### src/rtl/blitter_pkg.sv
// Shared definitions for the blitter: instruction field layout, decoded
// instruction struct and FSM state encoding.
package blitter_pkg;

    localparam int INSTR_W      = 64;
    localparam int SRC_BASE_LSB = 48;
    localparam int SRC_BASE_W   = 16;
    localparam int DST_X_LSB    = 38;
    localparam int DST_X_W      = 10;
    localparam int DST_Y_LSB    = 29;
    localparam int DST_Y_W      = 9;
    localparam int WIDTH_LSB    = 22;
    localparam int WIDTH_W      = 7;
    localparam int HEIGHT_LSB   = 15;
    localparam int HEIGHT_W     = 7;
    localparam int KEY_EN_BIT   = 0;

    // Screen-position width used for clipping; wide enough that dst + offset never wraps.
    localparam int POS_W = 11;

    typedef enum logic [2:0] {
        ST_IDLE,
        ST_READ,
        ST_WRITE,
        ST_DONE,
        ST_WAIT_CLR
    } blit_state_t;

    typedef struct packed {
        logic [SRC_BASE_W-1:0] src_base;
        logic [DST_X_W-1:0]    dst_x;
        logic [DST_Y_W-1:0]    dst_y;
        logic [WIDTH_W-1:0]    width;
        logic [HEIGHT_W-1:0]   height;
        logic                  key_en;
    } blit_instr_t;

    function automatic blit_instr_t decode_instr(input logic [INSTR_W-1:0] raw);
        blit_instr_t d;
        d.src_base = raw[SRC_BASE_LSB +: SRC_BASE_W];
        d.dst_x    = raw[DST_X_LSB +: DST_X_W];
        d.dst_y    = raw[DST_Y_LSB +: DST_Y_W];
        d.width    = raw[WIDTH_LSB +: WIDTH_W];
        d.height   = raw[HEIGHT_LSB +: HEIGHT_W];
        d.key_en   = raw[KEY_EN_BIT];
        return d;
    endfunction

endpackage

### src/rtl/blitter_addr_gen.sv
// Row/column walker for the blitter: incremental sprite ROM and frame-buffer
// addresses plus clip flags, with no multiplier in the per-pixel path.
module blitter_addr_gen
    import blitter_pkg::*;
#(
    parameter int FB_WIDTH  = 320,
    parameter int FB_HEIGHT = 240,
    parameter int FB_ADDR_W = 17
) (
    input  logic                  CLOCK,
    input  logic                  RESET,
    input  logic                  load,
    input  blit_instr_t           load_instr,
    input  blit_instr_t           ins,
    input  logic                  advance,
    output logic [SRC_BASE_W-1:0] src_addr,
    output logic [FB_ADDR_W-1:0]  fb_addr,
    output logic                  clip,
    output logic                  last_pixel
);

    logic [WIDTH_W-1:0]   col;
    logic [HEIGHT_W-1:0]  row;
    logic [POS_W-1:0]     x_pos;
    logic [POS_W-1:0]     y_pos;
    logic [FB_ADDR_W-1:0] row_base;
    logic [FB_ADDR_W-1:0] pix_addr;
    logic [FB_ADDR_W-1:0] load_origin;
    logic                 last_col;
    logic                 last_row;
    logic                 unused_fields;

    // The one multiply happens once per instruction, at accept time.
    assign load_origin = FB_ADDR_W'(load_instr.dst_y) * FB_ADDR_W'(FB_WIDTH)
                       + FB_ADDR_W'(load_instr.dst_x);

    assign last_col   = (col == ins.width - WIDTH_W'(1));
    assign last_row   = (row == ins.height - HEIGHT_W'(1));
    assign last_pixel = last_col && last_row;
    assign clip       = (x_pos >= POS_W'(FB_WIDTH)) || (y_pos >= POS_W'(FB_HEIGHT));
    assign fb_addr    = pix_addr;

    assign unused_fields = ^{load_instr.width, load_instr.height, load_instr.key_en,
                             ins.src_base, ins.dst_y, ins.key_en};

    always_ff @(posedge CLOCK) begin
        if (RESET) begin
            col      <= '0;
            row      <= '0;
            x_pos    <= '0;
            y_pos    <= '0;
            row_base <= '0;
            pix_addr <= '0;
            src_addr <= '0;
        end else if (load) begin
            col      <= '0;
            row      <= '0;
            x_pos    <= POS_W'(load_instr.dst_x);
            y_pos    <= POS_W'(load_instr.dst_y);
            row_base <= load_origin;
            pix_addr <= load_origin;
            src_addr <= load_instr.src_base;
        end else if (advance) begin
            // Row-major walk makes the ROM address a plain linear count.
            src_addr <= src_addr + SRC_BASE_W'(1);
            if (last_col) begin
                col      <= '0;
                row      <= row + HEIGHT_W'(1);
                x_pos    <= POS_W'(ins.dst_x);
                y_pos    <= y_pos + POS_W'(1);
                row_base <= row_base + FB_ADDR_W'(FB_WIDTH);
                pix_addr <= row_base + FB_ADDR_W'(FB_WIDTH);
            end else begin
                col      <= col + WIDTH_W'(1);
                x_pos    <= x_pos + POS_W'(1);
                pix_addr <= pix_addr + FB_ADDR_W'(1);
            end
        end
    end

endmodule

### src/rtl/blitter_engine.sv
// Sprite blitter: copies a width x height block from sprite ROM into the frame
// buffer with clipping; colour-key transparency when BLITTER_TRANSPARENCY_EN is defined.
module blitter_engine
    import blitter_pkg::*;
#(
    parameter int         FB_WIDTH  = 320,
    parameter int         FB_HEIGHT = 240,
    parameter int         FB_ADDR_W = 17,
    parameter logic [7:0] KEY_COLOR = 8'h00
) (
    input  logic                 CLOCK,
    input  logic                 RESET,
    input  logic [63:0]          INSTR,
    input  logic                 INSTR_VALID,
    output logic                 FINISH_FLIP,
    output logic [15:0]          SRC_ADDR,
    input  logic [7:0]           SRC_DATA,
    output logic [FB_ADDR_W-1:0] FB_ADDR,
    output logic [7:0]           FB_WDATA,
    output logic                 FB_WE,
    input  logic                 FB_WAIT,
    output logic                 BUSY
);

    blit_state_t          state;
    blit_state_t          next_state;
    blit_instr_t          dec;
    blit_instr_t          cur;
    logic                 load;
    logic                 advance;
    logic                 in_write;
    logic                 skip;
    logic                 transparent;
    logic                 clip;
    logic                 last_pixel;
    logic [15:0]          src_addr;
    logic [FB_ADDR_W-1:0] fb_addr;
    logic                 unused_bits;

    assign dec = decode_instr(INSTR);

`ifdef BLITTER_TRANSPARENCY_EN
    assign transparent = cur.key_en && (SRC_DATA == KEY_COLOR);
    assign unused_bits = ^INSTR[14:1];
`else
    assign transparent = 1'b0;
    assign unused_bits = ^{INSTR[14:1], KEY_COLOR};
`endif

    assign in_write = (state == ST_WRITE);
    assign skip     = clip || transparent;

    blitter_addr_gen #(
        .FB_WIDTH  (FB_WIDTH),
        .FB_HEIGHT (FB_HEIGHT),
        .FB_ADDR_W (FB_ADDR_W)
    ) u_addr_gen (
        .CLOCK      (CLOCK),
        .RESET      (RESET),
        .load       (load),
        .load_instr (dec),
        .ins        (cur),
        .advance    (advance),
        .src_addr   (src_addr),
        .fb_addr    (fb_addr),
        .clip       (clip),
        .last_pixel (last_pixel)
    );

    always_ff @(posedge CLOCK) begin
        if (RESET) begin
            state <= ST_IDLE;
            cur   <= '0;
        end else begin
            state <= next_state;
            if (load) cur <= dec;
        end
    end

    always_comb begin
        next_state = state;
        load       = 1'b0;
        advance    = 1'b0;
        case (state)
            ST_IDLE: begin
                if (INSTR_VALID) begin
                    load       = 1'b1;
                    next_state = (dec.width == '0 || dec.height == '0) ? ST_DONE : ST_READ;
                end
            end
            ST_READ: next_state = ST_WRITE;
            ST_WRITE: begin
                // Skipped pixels never wait on the frame buffer.
                if (skip || !FB_WAIT) begin
                    advance    = 1'b1;
                    next_state = last_pixel ? ST_DONE : ST_READ;
                end
            end
            ST_DONE: next_state = ST_WAIT_CLR;
            ST_WAIT_CLR: begin
                if (!INSTR_VALID) next_state = ST_IDLE;
            end
            default: next_state = ST_IDLE;
        endcase
    end

    assign SRC_ADDR    = (state == ST_READ || in_write) ? src_addr : '0;
    assign FB_ADDR     = in_write ? fb_addr : '0;
    assign FB_WDATA    = in_write ? SRC_DATA : '0;
    assign FB_WE       = in_write && !skip;
    assign FINISH_FLIP = (state == ST_DONE);
    assign BUSY        = (state != ST_IDLE);

endmodule
### config.mk
export PLATFORM = sky130hd
export DESIGN_NAME = blitter_engine
export DESIGN_NICKNAME = d
export VERILOG_FILES = /design/src/rtl/blitter_pkg.sv /design/src/rtl/blitter_addr_gen.sv /design/src/rtl/blitter_engine.sv
export SDC_FILE = /design/constraint.sdc
export NUM_CORES = 1
export LEC_CHECK = 0
export ABC_AREA = 1
export CAP_MARGIN = 20
export CORE_ASPECT_RATIO = 1.25
export CORE_MARGIN = 3
export CORE_UTILIZATION = 41
export CTS_CLUSTER_DIAMETER = 150
export DETAILED_ROUTE_END_ITERATION = 8
export PLACE_DENSITY = 0.63
export SLEW_MARGIN = 20
export SYNTH_ARGS = -nofsm -noshare
export SYNTH_HDL_FRONTEND = slang
export SYNTH_HIERARCHICAL = 1
export SYNTH_SLANG_ARGS = --single-unit
### constraint.sdc
create_clock -name CLOCK -period 3.9 [get_ports CLOCK]
set_input_delay 0.585 -clock CLOCK [delete_from_list [all_inputs] [get_ports CLOCK]]
set_output_delay 0.585 -clock CLOCK [all_outputs]
set_load 0.02 [all_outputs]
==> flow_summary.toml <==
[grt]
antenna_found_initial = 0
grt_max_degree = 56
grt_pass1_vias = 7353
grt_usage_pct = 20.24
grt_pass1_wl_mm = 34.44
globalRouteOverflowTotal = 0

[power_and_ir_drop]
fin_total_pwr_mw = 4.504
powerDensity_nw_per_um2 = 473.9
peakVddDrop_v = 0.0003697
p_leak_nw = 4.077

[timing]
fmax_mhz = 334.7
setup_tns_ns = 0
finClkSkew_ns = 0.009930
relSlewSlack_pct = 55.81
rsz0062_at_grt = "no"
finalMaxSlewViolations = 0
worstMarginPinSlew_ns = 0.6618
hold_viol = 0
setup_viol = 0
period_share_pct = 76.62
min_period_ns = 2.988

[floorplanning]
num_rows = 55
die_h_microns = 159.3
core_sq_um = 18310
num_io_pins = 120
die_w_microns = 128.7
start_util_pct = 42.13
dieArea_sq_um = 20500

[clock_network]
cts_resized = 0
cts_setup_buffers = 0
path_clk_slew_ns = 0.05
clock_latency_ns = 0.42
cts_htree_levels = 4
clk_path_buf_depth = 2
cts_tree = "yes"
ctsRootBufferMaster = "clkbuf_16"
clock-sinks = 113
cts_made_buffers = 17
ctsHoldBuffers = 0

[cells_and_area]
seqCellArea_sq_um = 2262
area_growth_syn_to_layout_pct = 23.24
num-nets-final = 1376
drive_gt1_share_pct = 7.098
finalNonFillerCells = 1510
multi_input_area_sq_um = 4541
antenna_cells = 0
fillCellCount = 1817

[routing]
wirelength_mm = 20.34
ant_nets = 0
drc = 0
vias = 7621
drt_iter0_drc = 375
routedWlPerCell_microns = 13.47
firstDrtPassIters = 5
drt-vias-per-instance = 5.047

[status]
status = "finished, final reports clean"

[place]
place_inst = 1478
place.detailed.hpwl_mm = 14.61
routabilityCongestion = 0.8671
port-buffer-count = 104

[synth]
yosys_warnings = 6
syn-num-nets = 1289
syn_area_per_cell_sq_um = 6.524
syn_inst = 1182
synth.cell_area_sq_um = 7711

[setup_path]
cpMaxStageDelayCell = "clkdlybuf4s50_1"
worst_path_most_repeated_cell = "nor2_1"
required_ns = 3.31
cpPeakStageDelay_ns = 0.61
worstPathArrival_ns = 2.40
cp-end-kind = "output port"
cp-start-kind = "flop"
cp_max_fo = 28
path_class = "flop to output port"
crit_chain = "nor2_1 -> nand2_2 -> nand2_1 -> inv_2 -> nor2_1 -> clkdlybuf4s50_1"

[hold_path]
hp-class = "flop to flop"

[job]
drv_cap = 0
state kept, by name (all words and copies together), names as in the netlist:
register,cells
u_addr_gen/y_pos,11
cur,24
u_addr_gen/row_base,17
u_addr_gen/fb_addr,17
u_addr_gen/row,7
u_addr_gen/col,7
u_addr_gen/src_addr,16
u_addr_gen/x_pos,11
state,3
critical path: cells and delay by family, from the launching register on:
| family | cells | cell delay, ns |
|---|---|---|
| DFF | 1 | 0.34 |
| buffers and inverters | 2 | 0.74 |
| and+or+nand+nor | 4 | 0.90 |
through the flow:
stage          hold slack [ns]  setup slack (ns)  instance area, sq um  utilization, %
2_1_floorplan           0.4193             1.368                  7711               -
3_3_place_gp            0.4398            0.6334                  8865           48.43
3_5_place_dp            0.4471            0.6103                  8865           48.43
4_1_cts                 0.4581            0.8335                  9503           51.91
5_1_grt                 0.4880            0.6823                  9503           51.91
6_report                0.4530            0.9118                  9503           51.91
where the power goes:
part / switching (mW) / total (mW) / internal, mW
combinational: 0.824 / 1.33 / 0.509
sequential: 0.176 / 1.49 / 1.32
clock: 0.576 / 1.68 / 1.10
total: 1.58 / 4.50 / 2.93
layer usage:
metal,global-route usage (%),up-vias,wire length [microns]
li1,-,3960,-
met2,35.57,165,9937
met5,0,-,0
met4,5.062,0,282
met1,25.18,3471,9263
met3,3.859,25,859
path summary, 6_finish.rpt:
path,from,endpoint,slack [ns],cells past startpoint
worst max register to register,state[0],u_addr_gen/y_pos[8],1.44,9
worst min register to register,u_addr_gen/row_base[3],u_addr_gen/row_base[3],0.45,2
worst min-delay path,u_addr_gen/row_base[3],u_addr_gen/row_base[3],0.45,2
worst max-delay path,state[0],SRC_ADDR[14],0.91,6
cell type report:
class / count / area share [%]
flip-flops and latches: 113 / 23.81
clock buffers: 19 / 4.766
well taps: 228 / 3.002
multi-input cells: 850 / 47.78
inverters: 169 / 6.689
clock inverters: 13 / 1.949
repair buffers: 118 / 12.01
cells in the final DEF (no fill, tap or decap), types with 5 or more instances in the layout:
cell type          n
inv_2             10
a21oi_1          102
buf_4             14
ha_1              29
clkinvlp_4         5
clkbuf_16         17
inv_1            158
o211ai_1          15
dfxtp_1          113
xnor2_1           26
a31oi_1            8
nand2_2            8
nand3_1           77
clkdlybuf4s50_1  103
a22oi_1            5
o21ai_1           17
nand2_1          283
nor3_1            21
nand4_1           18
nor2_1           114
o21ai_0           39
xor2_1            43
(Power assumes the default switching activity.)
